**src/rtl/mask_pixel_streamer_if.sv**
```systemverilog
// Scan-source bus: start request, BRAM read port and the
// coordinate stream handed to the centroid stage.
interface mask_pixel_streamer_if;
    logic        start_in;
    logic        mem_data_in;
    logic [16:0] addr_out;
    logic [7:0]  x_out;
    logic [8:0]  y_out;
    logic        valid_out;
    logic        tabulate_out;
    logic        busy_out;

    modport master (
        input  start_in,
        input  mem_data_in,
        output addr_out,
        output x_out,
        output y_out,
        output valid_out,
        output tabulate_out,
        output busy_out
    );

    modport slave (
        output start_in,
        output mem_data_in,
        input  addr_out,
        input  x_out,
        input  y_out,
        input  valid_out,
        input  tabulate_out,
        input  busy_out
    );
endinterface

```
**src/rtl/mask_pixel_streamer.sv**
```systemverilog
// Mask frame scanner feeding the centroid stage with coordinates + sentinel.
// Define MASK_STREAMER_SUBSAMPLE_EN to visit only even x / even y.
module mask_pixel_streamer #(
    parameter int WIDTH        = 240,
    parameter int HEIGHT       = 320,
    parameter int READ_LATENCY = 2,
    parameter int TAB_DELAY    = 64
) (
    input  logic clk_in,
    input  logic rst_in,
    mask_pixel_streamer_if.master bus
);

`ifdef MASK_STREAMER_SUBSAMPLE_EN
    localparam int STEP = 2;
`else
    localparam int STEP = 1;
`endif

    localparam logic [7:0]  X_LAST    = 8'(WIDTH - STEP);
    localparam logic [8:0]  Y_LAST    = 9'(HEIGHT - STEP);
    localparam logic [7:0]  X_STEP    = 8'(STEP);
    localparam logic [8:0]  Y_STEP    = 9'(STEP);
    localparam logic [16:0] A_STEP    = 17'(STEP);
    localparam logic [16:0] A_ROW     = 17'(STEP * WIDTH);
    localparam logic [15:0] DRAIN_END = 16'(READ_LATENCY);
    localparam logic [15:0] WAIT_END  = 16'(TAB_DELAY - 2);

    typedef enum logic [2:0] {
        S_IDLE, S_SCAN, S_DRAIN, S_MARK, S_WAIT, S_TAB
    } state_t;

    state_t      r_state;
    state_t      w_next;
    logic [15:0] r_cnt;
    logic [7:0]  r_x;
    logic [8:0]  r_y;
    logic [16:0] r_addr;
    logic        w_row_end;
    logic        w_last;

    logic [7:0]  r_dx [READ_LATENCY];
    logic [8:0]  r_dy [READ_LATENCY];
    logic        r_dt [READ_LATENCY];
    logic [7:0]  r_xo;
    logic [8:0]  r_yo;
    logic        r_vo;

    assign w_row_end = (r_x >= X_LAST);
    assign w_last    = w_row_end && (r_y >= Y_LAST);

    always_ff @(posedge clk_in) begin
        if (rst_in) begin
            r_state <= S_IDLE;
            r_cnt   <= '0;
        end else begin
            r_state <= w_next;
            r_cnt   <= (w_next != r_state) ? 16'd0 : r_cnt + 16'd1;
        end
    end

    always_comb begin
        w_next = r_state;
        unique case (r_state)
            S_IDLE:  if (bus.start_in) w_next = S_SCAN;
            S_SCAN:  if (w_last) w_next = S_DRAIN;
            S_DRAIN: if (r_cnt == DRAIN_END) w_next = S_MARK;
            S_MARK:  w_next = (TAB_DELAY > 1) ? S_WAIT : S_TAB;
            S_WAIT:  if (r_cnt == WAIT_END) w_next = S_TAB;
            S_TAB:   w_next = S_IDLE;
            default: w_next = S_IDLE;
        endcase
    end

    // Row wrap rewinds by x and jumps STEP rows, so no multiplier is needed.
    always_ff @(posedge clk_in) begin
        if (rst_in) begin
            r_x    <= '0;
            r_y    <= '0;
            r_addr <= '0;
        end else if (r_state == S_IDLE && bus.start_in) begin
            r_x    <= '0;
            r_y    <= '0;
            r_addr <= '0;
        end else if (r_state == S_SCAN && !w_last) begin
            if (w_row_end) begin
                r_x    <= '0;
                r_y    <= r_y + Y_STEP;
                r_addr <= r_addr + A_ROW - 17'(r_x);
            end else begin
                r_x    <= r_x + X_STEP;
                r_addr <= r_addr + A_STEP;
            end
        end
    end

    always_ff @(posedge clk_in) begin
        if (rst_in) begin
            for (int i = 0; i < READ_LATENCY; i++) begin
                r_dx[i] <= '0;
                r_dy[i] <= '0;
                r_dt[i] <= 1'b0;
            end
            r_xo <= '0;
            r_yo <= '0;
            r_vo <= 1'b0;
        end else begin
            r_dx[0] <= r_x;
            r_dy[0] <= r_y;
            r_dt[0] <= (r_state == S_SCAN);
            for (int i = 1; i < READ_LATENCY; i++) begin
                r_dx[i] <= r_dx[i-1];
                r_dy[i] <= r_dy[i-1];
                r_dt[i] <= r_dt[i-1];
            end
            r_xo <= r_dt[READ_LATENCY-1] ? r_dx[READ_LATENCY-1] : 8'd0;
            r_yo <= r_dt[READ_LATENCY-1] ? r_dy[READ_LATENCY-1] : 9'd0;
            r_vo <= r_dt[READ_LATENCY-1] & bus.mem_data_in;
        end
    end

    always_comb begin
        bus.addr_out     = r_addr;
        bus.x_out        = '0;
        bus.y_out        = '0;
        bus.valid_out    = 1'b0;
        bus.tabulate_out = 1'b0;
        bus.busy_out     = (r_state != S_IDLE);
        unique case (r_state)
            S_SCAN, S_DRAIN: begin
                bus.x_out     = r_xo;
                bus.y_out     = r_yo;
                bus.valid_out = r_vo;
            end
            S_MARK: begin
                bus.x_out = 8'(WIDTH);
                bus.y_out = 9'(HEIGHT);
            end
            S_TAB:   bus.tabulate_out = 1'b1;
            default: ;
        endcase
    end

endmodule

```
**src/flat_wrapper.sv**
```systemverilog
// flat-port wrapper written by rule: the top's interface ports become plain ports
module mask_pixel_streamer_flat 
#(
    parameter int WIDTH        = 240,
    parameter int HEIGHT       = 320,
    parameter int READ_LATENCY = 2,
    parameter int TAB_DELAY    = 64
)
  (clk_in, rst_in, bus_start_in, bus_mem_data_in, bus_addr_out, bus_x_out, bus_y_out, bus_valid_out, bus_tabulate_out, bus_busy_out);
  mask_pixel_streamer_if bus_i ();
  input  logic clk_in;
  input  logic rst_in;
  input wire logic [$bits(bus_i.start_in)-1:0] bus_start_in;
  input wire logic [$bits(bus_i.mem_data_in)-1:0] bus_mem_data_in;
  output wire logic [$bits(bus_i.addr_out)-1:0] bus_addr_out;
  output wire logic [$bits(bus_i.x_out)-1:0] bus_x_out;
  output wire logic [$bits(bus_i.y_out)-1:0] bus_y_out;
  output wire logic [$bits(bus_i.valid_out)-1:0] bus_valid_out;
  output wire logic [$bits(bus_i.tabulate_out)-1:0] bus_tabulate_out;
  output wire logic [$bits(bus_i.busy_out)-1:0] bus_busy_out;
  assign bus_i.start_in = bus_start_in;
  assign bus_i.mem_data_in = bus_mem_data_in;
  assign bus_addr_out = bus_i.addr_out;
  assign bus_x_out = bus_i.x_out;
  assign bus_y_out = bus_i.y_out;
  assign bus_valid_out = bus_i.valid_out;
  assign bus_tabulate_out = bus_i.tabulate_out;
  assign bus_busy_out = bus_i.busy_out;
  mask_pixel_streamer #(.WIDTH(WIDTH), .HEIGHT(HEIGHT), .READ_LATENCY(READ_LATENCY), .TAB_DELAY(TAB_DELAY)) u_core (.clk_in(clk_in), .rst_in(rst_in), .bus(bus_i));
endmodule
```
**config.mk**
```make
export PLATFORM = sky130hd
export DESIGN_NAME = mask_pixel_streamer_flat
export DESIGN_NICKNAME = d
export VERILOG_FILES = /design/src/rtl/mask_pixel_streamer_if.sv /design/src/rtl/mask_pixel_streamer.sv /design/src/flat_wrapper.sv
export SDC_FILE = /design/constraint.sdc
export NUM_CORES = 1
export LEC_CHECK = 0
export ABC_AREA = 1
export CAP_MARGIN = 0
export CORE_ASPECT_RATIO = 1.75
export CORE_UTILIZATION = 59
export CTS_CLUSTER_SIZE = 16
export DETAILED_ROUTE_END_ITERATION = 8
export MAX_ROUTING_LAYER = met4
export PLACE_DENSITY_LB_ADDON = 0.05
export RECOVER_POWER = 100
export SYNTH_ARGS = -nofsm -noshare
export SYNTH_HDL_FRONTEND = slang
export SYNTH_SLANG_ARGS = --single-unit
```
**constraint.sdc**
```tcl
create_clock -name clk_in -period 2.75 [get_ports clk_in]
set_input_delay 0.6875 -clock clk_in [delete_from_list [all_inputs] [get_ports clk_in]]
set_output_delay 0.6875 -clock clk_in [all_outputs]
set_load 0.02 [all_outputs]
```
==> metrics.md <==
| Metric | Value |
|---|---|
| Status | `complete, no violations` |
| # diodes | `0` |
| Via count of the routed design | `5,074` |
| Drt total wl | `13.3 mm` |
| Syn Nets | `847` |
| Core Box Area | `0.00915 mm²` |
| Placer Congestion | `0.883` |
| Post-synthesis sequential area ratio | `0.380` |
| Critical path's slowest cell | `dfxtp_1` |
| Die Ht | `131 µm` |
| Crit path buf inv count | `4` |
| DRT Pass-1 Iters | `5` |
| Max-slew violations | `0` |
| Ys Warns | `0` |
| Setup Skew | `around 5.2 ps` |
| MaxCap Viol Count | `0` |
| Post-synth top area cell | `dfxtp_1` |
| Setup TNS | `0 ps` |
| IO Count | `41` |
| Hold Path Class | `reg2reg` |
| Type of origin of the critical path | `flip-flop` |
| Final Instance Count excl. Fillers | `972` |
| Critical path class | `reg2out` |
| Clock Pin Slew Worst Setup and Hold Paths | `70 ps` |
| Cells along the critical path | `inv_1, nor3_1, inv_1, nand2_2, inv_1, nor2_1, dlygate4sd2_1` |
| Total Routing Usage GR | `0.290` |
| CP arrival | `1830 ps` |
| Worst hold slack | `403 ps` |
| Rows | `46` |
| Worst setup margin | `228 ps` |
| Synth cell count leaders | `nand2_1, inv_1, nor2_1` |
| Power Density | `between 500 and 600 mW/mm²` |
| TritonCTS clock tree | `done` |
| Initial drt markers | `roughly 250` |
| Prevailing post-synth register cell | `dfxtp_1` |
| Worst IR Drop VDD | `333 µV` |
| CTS max path bufs | `2` |
| Layout area overhead | `12.2%` |
| Final hold vios | `0` |
| Worst setup EP type | `primary output` |
| Vias in the first global route | `4,825` |
| Cell count after placement | `956` |
| CP max FO | `12` |
| Top post-synthesis cells by area | `dfxtp_1, nand2_1, inv_1` |
| Avg Vias per Cell | `5.22` |
| Clk_lat worst skew | `350 ps` |
| Die ar. | `approximately 0.01 mm²` |
| Number of synthesized flops with an enable pin | `0` |
| HPWL Detailed | `10.2 mm` |
| CTS sink cnt | `roughly 110` |
| Largest net degree at the start of global routing | `41` |
| First-pass GRT wire length | `~21 mm` |
| RSZ-0062 raised after global routing | `no` |
| # DRC | `0` |
| Synth Instances | `between 800 and 900` |
| CTS Buf Count | `9` |
| Fraction of layout instances using a drive strength above 1 | `0.0540` |
| Highest clock rate | `397 MHz` |
| IO Port Bufs | `40` |
| Register bit count reported by yosys | `107` |
| Leak Pwr | `2.75 nW` |
| Finish-stage setup viols | `0` |
| Initial Util | `0.616` |
| Cell variety after synth | `41` |
| Die W | `75.9 µm` |
| Tot Pwr | `around 0.0032 W` |
| Top cell by count, worst path | `inv_1` |
| Syn_area_per_cell | `6.98 µm²` |
| H-tree levels | `3` |
| Final net count | `887` |
| Post-Place Setup Slack | `a little over 300 ps` |
| Critical Path RT | `a little over 2000 ps` |
| Most numerous cell in the Yosys netlist | `nand2_1` |
| Min Tclk post-route | `between 2000 and 3000 ps` |
| Initial antenna violation count | `0` |
| CTS root buffer | `clkbuf_16` |
| Remaining Overflow, GRT | `0` |
| Ys async rst share | `0` |
| Worst Max-Slew Pin Slew | `812 ps` |
| Slew margin rel. | `0.459` |
| Final period util | `0.917` |
| Post-synthesis cell area | `roughly 0.0056 mm²` |
| Crit path max-delay family | `buffers and inverters` |
| Routed len/inst | `roughly 14 µm` |
| Post-synth top area share | `0.380` |
| Max incr delay on CP | `approximately 430 ps` |
| ANT nets after route | `0` |
==> area by class of cell <==
class                   count  area [µm²]
fillers                   802        2830
multi-input cells         536        2800
flip-flops and latches    107        2140
inverters                 146         551
repair buffers             47         394
clock buffers               9         225
well taps                 120         150
clock inverters             7        58.8
==> through the flow <==
| step | area (µm²) | utilization |
|---|---|---|
| after floorplan | 5640 | - |
| after global placement | 6130 | 0.669 |
| after detailed placement | 6130 | 0.669 |
| after CTS | 6390 | 0.699 |
| after global routing | 6320 | 0.691 |
| final | 6320 | 0.691 |
==> cell families after synthesis <==
group	synth area share
and+or+nand+nor	0.296
buffers and inverters	0.118
DFF	0.380
AOI/OAI and AO/OA	0.0919
adders and majority gates	0.0813
xor gates and xnor gates	0.0326
==> worst register-to-register path, stage by stage, from the launching register on <==
cell and delay (ps):
dfxtp_1 360, inv_1 90, ha_1 290, ha_1 240, fa_1 430, nand3_1 90, nand3_1 140, nand3_1 110
nand3_1 190, nor2_1 140, nor2_1 50, nand2_1 80, a21oi_1 60
==> report_power, final <==
group | internal (W) | total [W] | switching, W
sequential | 0.00157 | 0.00159 | 0.0000228
clock | 0.000631 | 0.00124 | 0.000607
combinational | 0.000123 | 0.000373 | 0.000250
==> layer usage <==
layer,track usage,share of wire,vias to the layer above
met1,0.273,0.37,2322
met3,0.0414,0.029,43
li1,-,-,2597
met5,-,0,-
met2,0.526,0.55,112
met4,0.164,0.051,0
==> state kept, by name (all words and copies together), names as in the netlist <==
| register | flops |
|---|---|
| u_core.r_dy | 18 |
| u_core.r_yo | 9 |
| u_core.r_vo | 1 |
| u_core.r_dt | 2 |
| u_core.r_y | 9 |
| u_core.r_xo | 8 |
| u_core.r_state | 3 |
| u_core.r_cnt | 16 |
| u_core.r_x | 8 |
| u_core.r_dx | 16 |
| u_core.bus.addr_out | 17 |
==> placed cells by master, fill, tap and decap left out, types with 4 or more instances in the layout <==
cell type,n
nand2_1,154
inv_1,142
nor2_1,130
dfxtp_1,107
nand3_1,50
a21oi_1,46
o21ai_0,36
ha_1,35
dlygate4sd3_1,20
xor2_1,17
nand4_1,16
dlygate4sd2_1,12
clkbuf_16,9
clkbuf_1,7
nor2_2,6
nor3_1,6
a31oi_1,5
or2_2,5
buf_4,5
xnor2_1,4
==> what timing repair did <==
item                       CTS  global route
setup endpoints to repair   12             6
hold buffers                 0             0
buffers inserted             0             0
gates resized for setup     12             6
==> path summary, 6_finish.rpt <==
path / slack [ps] / startpoint / cells after the start / endpoint
max: 230 / u_core.r_state[1]$_SDFF_PP0_ / 7 / bus_y_out[0]
min: 400 / u_core.r_dx[0][3]$_SDFF_PP0_ / 2 / u_core.r_dx[1][3]$_SDFF_PP0_
max reg2reg: 370 / u_core.r_x[1]$_SDFFE_PP0P_ / 12 / u_core.bus.addr_out[13]$_SDFFE_PP0P_
min reg2reg: 400 / u_core.r_dx[0][3]$_SDFF_PP0_ / 2 / u_core.r_dx[1][3]$_SDFF_PP0_
Note: power is estimated with default switching activity, not from simulation.
